File: config.mk
export PLATFORM = sky130hd
export DESIGN_NAME = stopwatch_ctrl_flat
export DESIGN_NICKNAME = d
export VERILOG_FILES = /design/src/rtl/stopwatch_pkg.sv /design/src/rtl/stopwatch_ctrl_if.sv /design/src/rtl/tick_prescaler.sv /design/src/rtl/stopwatch_ctrl.sv /design/src/flat_wrapper.sv
export SDC_FILE = /design/constraint.sdc
export NUM_CORES = 1
export LEC_CHECK = 0
export ABC_AREA = 1
export CAP_MARGIN = 15
export CORE_MARGIN = 10
export CORE_UTILIZATION = 45
export CTS_BUF_LIST = sky130_fd_sc_hd__clkbuf_16
export DETAILED_ROUTE_END_ITERATION = 10
export MAX_ROUTING_LAYER = met4
export PLACE_DENSITY = 0.66
export SYNTH_ARGS = -nofsm -noshare
export SYNTH_HDL_FRONTEND = slang
export SYNTH_SLANG_ARGS = --single-unit
File: constraint.sdc
create_clock -name clk -period 1.7 [get_ports clk]
set_input_delay 0.255 -clock clk [delete_from_list [all_inputs] [get_ports clk]]
set_output_delay 0.255 -clock clk [all_outputs]
set_load 0.05 [all_outputs]
File: src/rtl/stopwatch_pkg.sv
// Shared types for the stopwatch: FSM states, packed BCD time and the
// one-hundredth increment with digit carries and minute wrap.
package stopwatch_pkg;

  typedef enum logic [1:0] {
    ST_IDLE  = 2'd0,
    ST_RUN   = 2'd1,
    ST_PAUSE = 2'd2
  } state_e;

  typedef struct packed {
    logic [3:0] min_t;
    logic [3:0] min_o;
    logic [3:0] sec_t;
    logic [3:0] sec_o;
    logic [3:0] hun_t;
    logic [3:0] hun_o;
  } bcd_time_t;

  typedef struct packed {
    logic      wrap;
    bcd_time_t tval;
  } bcd_inc_t;

  localparam logic [3:0] DIGIT_MAX       = 4'd9;
  localparam logic [3:0] SEC_TENS_MAX    = 4'd5;
  localparam int         DEFAULT_MAX_MIN = 59;

  function automatic bcd_inc_t bcd_increment(input bcd_time_t t,
                                             input logic [3:0] min_t_max,
                                             input logic [3:0] min_o_max);
    bcd_inc_t r;
    logic     carry;
    r.tval = t;
    r.wrap = 1'b0;
    carry  = 1'b1;
    if (t.hun_o == DIGIT_MAX) r.tval.hun_o = '0;
    else begin r.tval.hun_o = t.hun_o + 4'd1; carry = 1'b0; end
    if (carry) begin
      if (t.hun_t == DIGIT_MAX) r.tval.hun_t = '0;
      else begin r.tval.hun_t = t.hun_t + 4'd1; carry = 1'b0; end
    end
    if (carry) begin
      if (t.sec_o == DIGIT_MAX) r.tval.sec_o = '0;
      else begin r.tval.sec_o = t.sec_o + 4'd1; carry = 1'b0; end
    end
    if (carry) begin
      if (t.sec_t == SEC_TENS_MAX) r.tval.sec_t = '0;
      else begin r.tval.sec_t = t.sec_t + 4'd1; carry = 1'b0; end
    end
    // Minutes wrap at the configured ceiling rather than at 99.
    if (carry) begin
      if (t.min_t == min_t_max && t.min_o == min_o_max) begin
        r.tval.min_t = '0;
        r.tval.min_o = '0;
        r.wrap       = 1'b1;
      end else if (t.min_o == DIGIT_MAX) begin
        r.tval.min_o = '0;
        r.tval.min_t = t.min_t + 4'd1;
      end else begin
        r.tval.min_o = t.min_o + 4'd1;
      end
    end
    return r;
  endfunction

endpackage

File: src/rtl/stopwatch_ctrl_if.sv
// Control pulses in, status and BCD display out, for the stopwatch block.
interface stopwatch_ctrl_if;
  logic        start_stop_i;
  logic        clear_i;
  logic        lap_i;
  logic        running_o;
  logic        lap_active_o;
  logic        tick_o;
  logic        overflow_o;
  logic [23:0] disp_bcd_o;

  modport master (
    output start_stop_i, clear_i, lap_i,
    input  running_o, lap_active_o, tick_o, overflow_o, disp_bcd_o
  );

  modport slave (
    input  start_stop_i, clear_i, lap_i,
    output running_o, lap_active_o, tick_o, overflow_o, disp_bcd_o
  );
endinterface

File: src/rtl/tick_prescaler.sv
// Clock-enable prescaler: counts 0..TICK_DIV-1 while enabled, holds otherwise,
// and strobes on the terminal count of the current (pre-edge) value.
module tick_prescaler #(
  parameter int TICK_DIV = 1000000
) (
  input  logic clk,
  input  logic rst,
  input  logic i_enable,
  input  logic i_clear,
  output logic o_terminal
);
  localparam int             W    = $clog2(TICK_DIV);
  localparam logic [W-1:0]   LAST = W'(TICK_DIV - 1);

  logic [W-1:0] r_count;
  logic         w_at_last;

  assign w_at_last  = (r_count == LAST);
  assign o_terminal = i_enable && w_at_last && !i_clear;

  always_ff @(posedge clk or posedge rst) begin
    if (rst)           r_count <= '0;
    else if (i_clear)  r_count <= '0;
    else if (i_enable) r_count <= w_at_last ? '0 : r_count + W'(1);
  end
endmodule

File: src/rtl/stopwatch_ctrl.sv
// Stopwatch sequencer: IDLE/RUN/PAUSE FSM, BCD mm:ss.hh chain and display mux.
// Lap freeze is built only when STOPWATCH_LAP_EN is defined.
module stopwatch_ctrl
  import stopwatch_pkg::*;
#(
  parameter int TICK_DIV = 1000000,
  parameter int MAX_MIN  = DEFAULT_MAX_MIN
) (
  input  logic             clk,
  input  logic             rst,
  stopwatch_ctrl_if.slave  sw
);
  localparam logic [3:0] MIN_T_MAX = 4'(MAX_MIN / 10);
  localparam logic [3:0] MIN_O_MAX = 4'(MAX_MIN % 10);

  state_e    r_state, w_state_next;
  bcd_time_t r_time, w_time_next;
  bcd_time_t r_disp, w_disp_next;
  bcd_inc_t  w_inc;
  logic      r_tick, r_overflow, w_overflow_next, r_running;
  logic      w_terminal;
  logic      w_lap_active_q;

  tick_prescaler #(.TICK_DIV(TICK_DIV)) u_prescaler (
    .clk        (clk),
    .rst        (rst),
    .i_enable   (r_state == ST_RUN),
    .i_clear    (sw.clear_i),
    .o_terminal (w_terminal)
  );

  always_ff @(posedge clk or posedge rst) begin
    if (rst) r_state <= ST_IDLE;
    else     r_state <= w_state_next;
  end

  always_comb begin
    w_state_next    = r_state;
    w_time_next     = r_time;
    w_overflow_next = r_overflow;
    w_inc           = bcd_increment(r_time, MIN_T_MAX, MIN_O_MAX);
    if (sw.clear_i) begin
      w_state_next    = ST_IDLE;
      w_time_next     = '0;
      w_overflow_next = 1'b0;
    end else begin
      // The tick is judged on the pre-edge state, so a pause on the
      // terminal edge still counts that hundredth.
      if (w_terminal) begin
        w_time_next     = w_inc.tval;
        w_overflow_next = r_overflow | w_inc.wrap;
      end
      if (sw.start_stop_i) begin
        case (r_state)
          ST_IDLE:  w_state_next = ST_RUN;
          ST_RUN:   w_state_next = ST_PAUSE;
          ST_PAUSE: w_state_next = ST_RUN;
          default:  w_state_next = ST_IDLE;
        endcase
      end
    end
  end

  always_ff @(posedge clk or posedge rst) begin
    if (rst) begin
      r_time     <= '0;
      r_disp     <= '0;
      r_tick     <= 1'b0;
      r_overflow <= 1'b0;
      r_running  <= 1'b0;
    end else begin
      r_time     <= w_time_next;
      r_disp     <= w_disp_next;
      r_tick     <= w_terminal;
      r_overflow <= w_overflow_next;
      r_running  <= (w_state_next == ST_RUN);
    end
  end

`ifdef STOPWATCH_LAP_EN
  bcd_time_t r_lap, w_lap_next;
  logic      r_lap_active, w_lap_active_next;
  logic      w_lap_toggle;

  // Lap loses to both clear and start_stop arriving in the same cycle.
  assign w_lap_toggle = sw.lap_i && !sw.clear_i && !sw.start_stop_i &&
                        (r_state != ST_IDLE);

  always_comb begin
    w_lap_next        = r_lap;
    w_lap_active_next = r_lap_active;
    if (sw.clear_i) begin
      w_lap_next        = '0;
      w_lap_active_next = 1'b0;
    end else if (w_lap_toggle) begin
      w_lap_active_next = !r_lap_active;
      if (!r_lap_active) w_lap_next = r_time;
    end
  end

  always_ff @(posedge clk or posedge rst) begin
    if (rst) begin
      r_lap        <= '0;
      r_lap_active <= 1'b0;
    end else begin
      r_lap        <= w_lap_next;
      r_lap_active <= w_lap_active_next;
    end
  end

  assign w_disp_next    = w_lap_active_next ? w_lap_next : w_time_next;
  assign w_lap_active_q = r_lap_active;
`else
  assign w_disp_next    = w_time_next;
  assign w_lap_active_q = 1'b0;
`endif

  assign sw.running_o    = r_running;
  assign sw.lap_active_o = w_lap_active_q;
  assign sw.tick_o       = r_tick;
  assign sw.overflow_o   = r_overflow;
  assign sw.disp_bcd_o   = r_disp;
endmodule

File: src/flat_wrapper.sv
// flat-port wrapper written by rule: the top's interface ports become plain ports
module stopwatch_ctrl_flat import stopwatch_pkg::*;
#(
  parameter int TICK_DIV = 1000000,
  parameter int MAX_MIN  = DEFAULT_MAX_MIN
)
  (clk, rst, sw_start_stop_i, sw_clear_i, sw_lap_i, sw_running_o, sw_lap_active_o, sw_tick_o, sw_overflow_o, sw_disp_bcd_o);
  stopwatch_ctrl_if sw_i ();
  input  logic clk;
  input  logic rst;
  input wire logic [$bits(sw_i.start_stop_i)-1:0] sw_start_stop_i;
  input wire logic [$bits(sw_i.clear_i)-1:0] sw_clear_i;
  input wire logic [$bits(sw_i.lap_i)-1:0] sw_lap_i;
  output wire logic [$bits(sw_i.running_o)-1:0] sw_running_o;
  output wire logic [$bits(sw_i.lap_active_o)-1:0] sw_lap_active_o;
  output wire logic [$bits(sw_i.tick_o)-1:0] sw_tick_o;
  output wire logic [$bits(sw_i.overflow_o)-1:0] sw_overflow_o;
  output wire logic [$bits(sw_i.disp_bcd_o)-1:0] sw_disp_bcd_o;
  assign sw_i.start_stop_i = sw_start_stop_i;
  assign sw_i.clear_i = sw_clear_i;
  assign sw_i.lap_i = sw_lap_i;
  assign sw_running_o = sw_i.running_o;
  assign sw_lap_active_o = sw_i.lap_active_o;
  assign sw_tick_o = sw_i.tick_o;
  assign sw_overflow_o = sw_i.overflow_o;
  assign sw_disp_bcd_o = sw_i.disp_bcd_o;
  stopwatch_ctrl #(.TICK_DIV(TICK_DIV), .MAX_MIN(MAX_MIN)) u_core (.clk(clk), .rst(rst), .sw(sw_i));
endmodule
==> flow_metrics.env <==
export IMPL_status="complete, no violations"
export IMPL_die_x_um=103.3
export IMPL_ys_seq_elements=49
export IMPL_vdd_ir_drop_max_v=0.0003916
export IMPL_antenna_left=0
export IMPL_viasPerCell=4.886
export IMPL_post_drt_wl_per_cell_um=12.55
export IMPL_synth_edf_count=0
export IMPL_drtPass1Iterations=4
export IMPL_num_antenna_cells=0
export IMPL_regArea_um2=1239
export IMPL_reg2reg_depth=11
export IMPL_yosys_warnings=0
export IMPL_finalNetCount=506
export IMPL_hold_path_class="primary input to asynchronous set/reset pin"
export IMPL_num_rows=30
export IMPL_critPathRequiredTime_ns=1.88
export IMPL_setup_slack_ns=0.1366
export IMPL_dominantRegCellSynth="dfrtp_1"
export IMPL_setup_tns_ns=0
export IMPL_fill_cells=648
export IMPL_period_share_pct=91.96
export IMPL_drive_gt1_share_pct=23.11
export IMPL_netlist_top_cells_area="dfrtp_1, nand2_1, nor2_1, nand3_1, ha_1"
export IMPL_drc=0
export IMPL_place_congestion=0.9035
export IMPL_end_kind="flip-flop"
export IMPL_cp_arrival_ns=1.74
export IMPL_hold_viol_final=0
export IMPL_timing_rr_end="u_core.r_time[22]"
export IMPL_rr_startpoint="u_core.r_time[13]"
export IMPL_io_pins=33
export IMPL_dr_first_iter_drc_count=77
export IMPL_synth_top_area_share_pct=39.29
export IMPL_grt_overflow_total=0
export IMPL_cp_common_cell="nand2_1"
export IMPL_yosys_area_top_type="dfrtp_1"
export IMPL_rrSetupSlack_ns=0.14
export IMPL_vias=2780
export IMPL_clock_skew_ns=0.006643
export IMPL_max_stage_delay_ns=0.43
export IMPL_cts_buffers=5
export IMPL_area_growth_pct=24.62
export IMPL_clkSinkCount=49
export IMPL_clock_path_buffers=2
export IMPL_path_max_fanout=5
export IMPL_grt_pass1_vias=2625
export IMPL_antenna_found_initial=0
export IMPL_path_class="flip-flop to flip-flop"
export IMPL_cpMaxStageDelayCell="dfrtp_2"
export IMPL_drv_slew=0
export IMPL_hold_ws_ns=0.3167
export IMPL_setup_viol=0
export IMPL_cts_root_buf="clkbuf_16"
export IMPL_fmaxAchievable_mhz=639.6
export IMPL_syn_cell_area_um2=3120
export IMPL_total_leakage_power_nw=1.990
export IMPL_grt_pass1_wl_um=12200
export IMPL_syn_nets=444
export IMPL_pre_cts_ws_ns=0.002827
export IMPL_period_minus_slack_ns=1.563
export IMPL_core_region_area_um2=6756
export IMPL_tritoncts="yes"
export IMPL_dieArea_um2=10670
export IMPL_synthCells=426
export IMPL_grt_start_max_net_pins=50
export IMPL_clk_pin_slew_ns=0.07
export IMPL_insertion_delay_ns=0.29
export IMPL_syn_avg_cell_area_um2=7.325
export IMPL_startpoint="u_core.r_time[13]"
export IMPL_ys_async_sr_fraction_pct=100.0
export IMPL_multi_input_area_um2=1739
export IMPL_crit_chain="inv_2, ha_2, nand2_2, nor2_2, nand2_1, inv_2, nand2_4, a21oi_4, nand2_2, nand2_1, nand2_1"
export IMPL_max_cap_violations=0
export IMPL_p_per_area_nw_per_um2=752.4
export IMPL_cts_htree_levels=2
export IMPL_ctsHoldBuffers=0
export IMPL_io_buffers=30
export IMPL_start_util_pct=46.19
export IMPL_die_y_um=103.3
export IMPL_seq_area_frac_synth_pct=39.29
export IMPL_dp_hpwl_um=5396
export IMPL_grt_util_all_layers_pct=14.46
export IMPL_cp_start_kind="flip-flop"
export IMPL_synth_distinct_cells=34
export IMPL_wl_um=7141
==> cell usage after synthesis (3+ instances only) <==
cell type / count
nand2_1: 122
o21ai_0: 3
ha_1: 13
nand2_2: 8
nor2_2: 5
nor2_1: 76
nand4_1: 10
nand3_1: 40
dfrtp_1: 49
nor3_1: 9
xnor2_1: 7
a21oi_1: 3
xor2_1: 9
buf_4: 3
inv_2: 3
o21ai_1: 5
inv_1: 39
==> flip-flops by register name (all words and copies together) (netlist names) <==
name / cells
u_core.sw.tick_o: 1
u_core.r_time: 24
u_core.sw.running_o: 1
u_core.sw.overflow_o: 1
u_core.u_prescaler.r_count: 20
u_core.r_state: 2
==> report_power, final <==
part           total (mW)  leakage [nW]  internal (mW)  switching, mW
Clock                1.11        0.0826          0.684          0.423
Sequential           1.27         0.659           1.22         0.0485
Combinational       0.554          1.25          0.191          0.362
Total                2.93          1.99           2.09          0.834
==> routing by layer <==
layer	global-route usage (%)	share of wire, %	vias up
li1	-	-	1464
met1	18.84	49	1274
met2	23.06	48	35
met3	2.259	2.2	7
met4	3.529	0.94	0
met5	-	0	-
==> through the flow <==
| stage | instances | power, mW | area [um2] | utilization [%] |
|---|---|---|---|---|
| after floorplan | 426 | 1.635 | 3132 | - |
| after global routing | 569 | 3.075 | 3889 | 57.56 |
| after global placement | 556 | 1.806 | 3617 | 53.54 |
| after CTS | 564 | 2.919 | 3782 | 55.98 |
| final | 569 | 2.926 | 3889 | 57.56 |
| after detailed placement | 556 | 1.811 | 3617 | 53.54 |
==> how the worst max path moves through the flow <==
| stage | depth (start not counted) | slack [ns] | end |
|---|---|---|---|
| floorplan | 8 | 0.02 | u_core.r_time[17] |
| global placement | 7 | 0.02 | u_core.r_time[11] |
| detailed placement | 9 | 0.003 | u_core.r_time[17] |
| CTS | 8 | 0.06 | u_core.r_time[13] |
| global route | 10 | -0.02 | u_core.r_time[17] |
| finish | 11 | 0.14 | u_core.r_time[22] |
==> cell usage in the layout, fill, tap and decap left out, types with 3 or more instances in the layout <==
master           instances
nand2_4                  4
clkdlybuf4s50_1          3
inv_2                    5
inv_1                   38
ha_1                    11
nor2_2                   7
nand2_2                  7
nand4_1                 10
nand3_1                 38
clkbuf_16                5
o21ai_1                  5
nor2_1                  73
dfrtp_1                 39
buf_4                   57
nor3_1                   9
xnor2_1                  7
o21ai_0                  3
a21oi_1                  3
dfrtp_2                 10
nand2_1                121
xor2_1                   9
==> layout make-up <==
cell class | instances | area share (%)
timing repair buffer | 61 | 12.29
clock inverter | 3 | 0.9653
clock buffer | 5 | 3.218
tap | 80 | 2.574
sequential | 49 | 31.85
inverter | 44 | 4.376
multi-input combinational | 327 | 44.72
==> worst max-delay path, delay by kind of cell (launching register included) <==
family                     cells  cell delay, ns
buffers and inverters          2            0.12
and+or+nand+nor                7            0.53
adders and majority gates      1            0.17
AOI/OAI and AO/OA              1            0.20
DFF                            1            0.43
==> logic make-up after synthesis <==
logic type      synth area share [%]
xor+xnor                       4.491
fa+ha+maj                      5.213
compound gates                 2.726
flops                          39.29
other cells                   0.1202
simple gates                   40.70
buf+inv                        7.458
==> repair_timing <==
action / CTS / global route
cloned: 0 / 1
buffers inserted: 0 / 4
endpoints found under the setup margin: 1 / 39
gates resized for setup: 1 / 16
pin swaps: 0 / 7
Note: power is estimated with default switching activity, not from simulation.
